File: config.mk
export PLATFORM = sky130hd
export DESIGN_NAME = twobit_sum_accumulator
export DESIGN_NICKNAME = d
export VERILOG_FILES = /design/src/rtl/twobit_sum_accumulator.sv
export SDC_FILE = /design/constraint.sdc
export NUM_CORES = 1
export LEC_CHECK = 0
export CORE_MARGIN = 5
export CORE_UTILIZATION = 45
export DETAILED_ROUTE_END_ITERATION = 7
export GPL_TIMING_DRIVEN = 1
export PLACE_DENSITY_LB_ADDON = 0.1
export SLEW_MARGIN = 30
export SYNTH_ARGS = -nofsm -noshare
export SYNTH_HDL_FRONTEND = slang
export SYNTH_SLANG_ARGS = --single-unit
File: constraint.sdc
create_clock -name clk -period 3.19 [get_ports clk]
set_input_delay 0.4785 -clock clk [delete_from_list [all_inputs] [get_ports clk]]
set_output_delay 0.4785 -clock clk [all_outputs]
set_load 0.01 [all_outputs]
File: src/rtl/twobit_sum_accumulator.sv
// Accumulates NUM_SAMPLES 3-bit results of the 2-bit adder and offers the total
// on a valid/ack handshake. Define ACCUM_SATURATE_EN to clamp instead of wrapping.
module twobit_sum_accumulator #(
  parameter int ACC_W       = 6,
  parameter int NUM_SAMPLES = 16
) (
  input  logic             clk,
  input  logic             rst,
  input  logic             start,
  input  logic             in_valid,
  input  logic             s0,
  input  logic             s1,
  input  logic             carry,
  output logic             in_ready,
  output logic             busy,
  output logic [7:0]       sample_cnt,
  output logic [ACC_W-1:0] acc_out,
  output logic             overflow,
  output logic             out_valid,
  input  logic             out_ack
);

  typedef enum logic [1:0] {
    IDLE  = 2'b00,
    ACCUM = 2'b01,
    DONE  = 2'b10
  } state_t;

  state_t state;
  state_t next_state;

  logic           accept;
  logic           last_sample;
  logic           clear_run;
  logic [ACC_W:0] sum;

  assign accept      = in_valid && in_ready;
  assign last_sample = (sample_cnt == 8'(NUM_SAMPLES - 1));
  // A new run starts from IDLE, or straight out of DONE when the result is taken.
  assign clear_run   = start && ((state == IDLE) || ((state == DONE) && out_ack));
  assign sum         = {1'b0, acc_out} + {{(ACC_W-2){1'b0}}, carry, s1, s0};

  always_ff @(posedge clk) begin
    if (rst) state <= IDLE;
    else     state <= next_state;
  end

  always_comb begin
    next_state = IDLE;
    case (state)
      IDLE:    next_state = start ? ACCUM : IDLE;
      ACCUM:   next_state = (accept && last_sample) ? DONE : ACCUM;
      DONE: begin
        if (out_ack) next_state = start ? ACCUM : IDLE;
        else         next_state = DONE;
      end
      default: next_state = IDLE;
    endcase
  end

  always_comb begin
    in_ready  = (state == ACCUM);
    busy      = (state == ACCUM);
    out_valid = (state == DONE);
  end

  // The carry-out of the widened add is the overflow event for this sample.
  always_ff @(posedge clk) begin
    if (rst) begin
      acc_out    <= '0;
      sample_cnt <= '0;
      overflow   <= 1'b0;
    end else if (clear_run) begin
      acc_out    <= '0;
      sample_cnt <= '0;
      overflow   <= 1'b0;
    end else if (accept) begin
      sample_cnt <= sample_cnt + 8'd1;
      overflow   <= overflow | sum[ACC_W];
`ifdef ACCUM_SATURATE_EN
      acc_out    <= sum[ACC_W] ? {ACC_W{1'b1}} : sum[ACC_W-1:0];
`else
      acc_out    <= sum[ACC_W-1:0];
`endif
    end
  end

endmodule

==> out/qor.txt, run 1 <==
status -> completed
dpl cells -> 154
Crit path depth -> 2
startpoint types -> register
Yosys top cell by area -> dfxtp_1
root buffer cell -> clkbuf_4
Final Hold Vio Count -> 0
CP required -> 2.71 ns
# IOs -> 26
antenna violations before repair -> 0
Arr. time, crit path -> 1.58 ns
Net Count, Synth -> 120
crit-path cells -> nor2b_1 -> clkdlybuf4s50_1
Final Max Slew Viols -> 0
Post-DP Area -> 0.00118 mm2
worst vdd ir -> 0.000188 V
YS warnings -> 0
most frequent cell after synthesis -> dfxtp_1
Area contributors post-synth -> dfxtp_1, a21oi_1, o211ai_1
final setup fails -> 0
vias in the first global route -> 827
CP endpoint kind -> output port
die width -> 55.1 um
Rows -> 16
actual slew at the worst max-slew pin -> 0.551 ns
crit-path max cell delay -> 0.57 ns
ys flop type -> dfxtp_1
Critical path origin -> state[0]
CP max-delay cell -> clkdlybuf4s50_1
Setup CP Type -> reg2out
share of the synthesized area in the top cell type -> 37.1%
Final Cycle Share -> 64.4%
fin cells -> 158
Sink Count -> 17
worst clock skew -> 0.00243 ns
Top delay family on crit path -> buffers and inverters
vias -> 854
Post-DRT Antenna Nets -> 0
die area -> 0.00304 mm2
Post-synth EDFFs -> 0
CP endpoint -> busy
fillers -> 207
Slew HR -> 63.3%
total grt overflow -> 0
Cells after Synth -> 107
Via density -> 5.41
maximum clock rate -> 487 MHz
cell area after layout -> 0.00121 mm2
power per cell area -> 330 mW/mm2
area grow syn2layout -> 31.7%
Leak -> 0.411 nW
first drt pass iteration count -> 4
clock-pin slew on the worst setup and hold paths -> 0.11 ns
initial core utilization -> 46.7%
Seq/Total Area, Yosys -> 37.1%
share of layout cells above drive strength 1 -> 5.34%
CTS tree -> built
CP Buf/Inv Count -> 1
top post-synthesis cells by count -> dfxtp_1, a21oi_1, inv_1
drc violations -> 0
Post-synth ARST share -> 0%
nets -> 145
Starting DRT DRC Count -> 16
post-cts gate resize count -> 0
final setup TNS -> 0 ns
RSZ-0062 raised after global routing -> false
# diodes -> 0
Synth Register Bits -> 17
Mean Syn Cell Area -> 8.57 um2
Hold Path Stages -> 2
Register-to-Register Setup Slack -> 1.64 ns
core area -> 0.00196 mm2
buffers added on ports -> 25
routed len/inst -> 12.5 um
CTS H-tree lvls -> 1
Clk Latency, worst-skew pair -> 0.29 ns
number of max-cap violations -> 0
Post-CTS Setup Bufs -> 0
CTS Buf Count -> 3
post-DP HPWL -> 1460 um
DRT Wirelength -> 1980 um
global-route wire length before repair -> 3400 um
synthesized area -> 917 um2
FF-to-FF Start -> acc_out[0]
hold crit path type -> reg2reg
post-synthesis cell type count -> 31
clk buf depth -> 2
all-layer global routing usage -> 15.5%
Post-CTS Hold Fix Bufs -> 0
R2R cell count -> 6
Worst Path Max Fanout -> 6
R2R Path End -> acc_out[4]
Routability Congestion -> 0.710
Period minus WS final -> 2.05 ns
Die Span Y -> 55.1 um
largest net degree at the start of global routing -> 19
==> cell families (layout without fill, tap and decap cells) <==
logic type,count (synthesis),in the layout,share of synthesized area (%)
compound gates,32,32,21.8
xor+xnor,2,2,1.91
fa+ha+maj,5,5,7.64
buf+inv,16,40,7.64
flops,17,17,37.1
mux,3,3,3.27
simple gates,32,32,20.6
==> cell usage in the layout (no fill, tap or decap), types with 3 or more instances in the layout <==
cell             count
o31ai_1              3
nand2_1              9
or4_1                4
nor2b_1              3
inv_1               10
mux2i_1              3
clkdlybuf4s50_1     25
dfxtp_1             17
o21ai_0              3
clkbuf_4             3
a21oi_1             13
ha_1                 4
nand3_1              4
o211ai_1             7
or3_1                3
==> worst min path at each step <==
stage | end | from
floorplan | overflow | overflow
global placement | overflow | overflow
detailed placement | overflow | overflow
CTS | overflow | overflow
global route | overflow | overflow
finish | overflow | overflow
==> tightest hold or removal path, delay by kind of cell (launching register included) <==
family | cells | cell delay [ns]
flip-flops | 1 | 0.32
AO/OA/AOI/OAI | 1 | 0.05
buffers and inverters | 1 | 0.05
==> sequential cells by signal, indices dropped and copies added, names as in the netlist <==
register,flops
acc_out,6
overflow,1
state,2
sample_cnt,8
==> metrics by stage <==
| step | setup WS [ns] | utilization [%] | power (mW) | hold slack, ns |
|---|---|---|---|---|
| final | 1.14 | 61.5 | 0.399 | 0.462 |
| after global routing | 1.05 | 61.5 | 0.427 | 0.523 |
| after CTS | 1.12 | 61.4 | 0.403 | 0.469 |
| after detailed placement | 1.05 | 59.9 | 0.285 | 0.452 |
| after global placement | 1.07 | 59.9 | 0.284 | 0.444 |
| after floorplan | 1.64 | - | 0.262 | 0.470 |
==> routing by layer <==
layer	global-route usage [%]	wire length, um	vias up
met3	3.49	101	2
li1	-	-	439
met1	19.6	929	394
met5	0	0	-
met4	6.07	13	0
met2	25.2	933	19
==> final cells by class <==
cell class                 instances  area, um2  share of cell area (%)
timing repair buffer              26        258                    21.3
clock inverter                     1       5.00                   0.415
multi-input combinational         74        510                    42.3
sequential                        17        340                    28.2
clock buffer                       3       22.5                    1.87
inverter                          10       37.5                    3.11
tap                               27       33.8                    2.80
==> power breakdown <==
group / switching [mW] / total (mW) / internal (mW)
clock network: 0.0721 / 0.119 / 0.0466
registers: 0.00558 / 0.222 / 0.216
logic: 0.0294 / 0.0583 / 0.0289
(Power assumes the default switching activity.)
==> inputs of run 2 (changes only) <==
clock period = 2.05 ns   (was 3.19 ns; I/O delays follow)
==> out/qor.txt, run 2 (synthesized netlist as in run 1, its figures left out) <==
Post-DRT Antenna Nets -> 0 (unchanged)
CP endpoint kind -> output port (unchanged)
Register-to-Register Setup Slack -> 0.47 ns (was 1.64 ns)
R2R Path End -> acc_out[4] (unchanged)
area grow syn2layout -> 31.9% (was 31.7%)
Worst Hold Path EP -> overflow (unchanged)
maximum clock rate -> 540 MHz
die width -> 55.1 um (unchanged)
share of layout cells above drive strength 1 -> 4.55% (was 5.34%)
Hold Path Stages -> 2 (unchanged)
WL met2 -> 982 um (was 933 um)
Post-CTS Hold Fix Bufs -> 0 (unchanged)
Sink Count -> 17 (unchanged)
CTS Buf Count -> 3 (unchanged)
post-place setup slack -> 0.0809 ns (was 1.05 ns)
biggest regs -> sample_cnt: 8 flops, acc_out: 6 flops, state: 2 flops (unchanged)
crit-path cells -> nor2b_1 -> clkdlybuf4s50_1 (unchanged)
Final Cycle Share -> 90.3%
CP required -> 1.74 ns (was 2.71 ns)
hold crit path type -> reg2reg (unchanged)
first drt pass iteration count -> 4 (unchanged)
worst clock skew -> 0.00394 ns (was 0.00243 ns)
Top reg by flops -> sample_cnt (unchanged)
Post-CTS Setup Bufs -> 0 (unchanged)
post-cts gate resize count -> 0 (unchanged)
max FFs per register -> 8 (unchanged)
Period minus WS final -> 1.85 ns
# diodes -> 0 (unchanged)
root buffer cell -> clkbuf_4 (unchanged)
Final Hold Vio Count -> 0 (unchanged)
Final Max Slew Viols -> 0 (unchanged)
Leak -> 0.412 nW (was 0.411 nW)
final setup TNS -> 0 ns (unchanged)
worst vdd ir -> 0.000261 V (was 0.000188 V)
global-route wire length before repair -> 3260 um (was 3400 um)
die area -> 0.00304 mm2 (unchanged)
Die Span Y -> 55.1 um (unchanged)
RSZ-0062 raised after global routing -> false (unchanged)
FF-to-FF Start -> acc_out[0] (unchanged)
buffers added on ports -> 25 (unchanged)
status -> completed (unchanged)
Power Total -> 0.614 mW (was 0.399 mW)
dpl cells -> 155 (was 154)
vias -> 863 (was 854)
Setup CP Type -> reg2out (unchanged)
Worst Path Max Fanout -> 6 (unchanged)
Crit path depth -> 2 (unchanged)
clk buf depth -> 2 (unchanged)
CTS H-tree lvls -> 1 (unchanged)
power per cell area -> 508 mW/mm2 (was 330 mW/mm2)
most frequent cells in the layout -> clkdlybuf4s50_1, dfxtp_1, a21oi_1 (unchanged)
post-DP HPWL -> 1510 um (was 1460 um)
DRT Wirelength -> 2040 um (was 1980 um)
DR WL met3 -> 94 um (was 101 um)
CP max-delay cell -> clkdlybuf4s50_1 (unchanged)
fin cells -> 159 (was 158)
R2R cell count -> 6 (unchanged)
startpoint types -> register (unchanged)
core area -> 0.00196 mm2 (unchanged)
largest net degree at the start of global routing -> 19 (unchanged)
Rows -> 16 (unchanged)
Top delay family on crit path -> buffers and inverters (unchanged)
Clk Latency, worst-skew pair -> 0.28 ns (was 0.29 ns)
antenna violations before repair -> 0 (unchanged)
setup ws final -> 0.199 ns (was 1.14 ns)
# IOs -> 26 (unchanged)
Starting DRT DRC Count -> 16 (unchanged)
all-layer global routing usage -> 14.8% (was 15.5%)
CP Buf/Inv Count -> 1 (unchanged)
drc violations -> 0 (unchanged)
initial core utilization -> 46.7% (unchanged)
actual slew at the worst max-slew pin -> 0.312 ns (was 0.551 ns)
most common cell after layout, fill and taps aside -> clkdlybuf4s50_1 (unchanged)
CTS tree -> built (unchanged)
Arr. time, crit path -> 1.54 ns (was 1.58 ns)
clock-pin slew on the worst setup and hold paths -> 0.10 ns (was 0.11 ns)
final setup fails -> 0 (unchanged)
top sig layer -> met4 (unchanged)
Via density -> 5.43 (was 5.41)
Slew HR -> 79.1% (was 63.3%)
routed len/inst -> 12.8 um (was 12.5 um)
number of max-cap violations -> 0 (unchanged)
nets -> 146 (was 145)
min-delay src -> overflow (unchanged)
total grt overflow -> 0 (unchanged)
crit-path max cell delay -> 0.57 ns (about the same)
vias in the first global route -> 801 (was 827)
Routability Congestion -> 0.714 (was 0.710)
Met1 Wirelength -> 955 um (was 929 um)
[run 2: cell types whose count changed in the layout (fill, tap and decap cells not counted), sizes merged]
cell    change
buf         +1
clkbuf      +1
clkinv      -1
[run 2: worst max path at each step]
stage / from / slack (ns) / to
after floorplan: acc_out[0] / 0.57 / acc_out[4]
after global placement: s0 / 0.14 / acc_out[4]
after detailed placement: s0 / 0.08 / acc_out[4]
after CTS: state[0] / 0.17 / busy
after global routing: state[0] / 0.07 / busy
final: state[0] / 0.20 / busy
[run 2: power by group]
group          internal [mW]  total, mW  switching (mW)
registers              0.336      0.345         0.00839
clock network         0.0754      0.176           0.100
logic                 0.0467     0.0936          0.0469
[run 2: stage by stage]
| step | hold slack [ns] | cell area [um2] | utilization [%] |
|---|---|---|---|
| floorplan | 0.427 | 917 | - |
| global placement | 0.433 | 1180 | 60.3 |
| detailed placement | 0.444 | 1180 | 60.3 |
| CTS | 0.460 | 1210 | 61.7 |
| global route | 0.493 | 1210 | 61.7 |
| finish | 0.458 | 1210 | 61.7 |
[run 2: worst min-delay path: stages (launching register included)]
cell     delay, ns
dfxtp_1       0.32
inv_1         0.05
a21oi_1       0.05
[run 2: layout make-up]
cell class                      count  area [um2]
Clock buffer                        4        26.3
Fill cell                         200         752
Inverter                           10        37.5
Multi-Input combinational cell     74         507
Sequential cell                    17         340
Tap cell                           27        33.8
Timing Repair Buffer               27         265
[run 2: routing by layer]
layer | track usage [%] | up-vias
met5 | 0 | -
met4 | 6.07 | 0
met3 | 3.49 | 2
met2 | 25.8 | 17
met1 | 17.3 | 409
li1 | - | 435
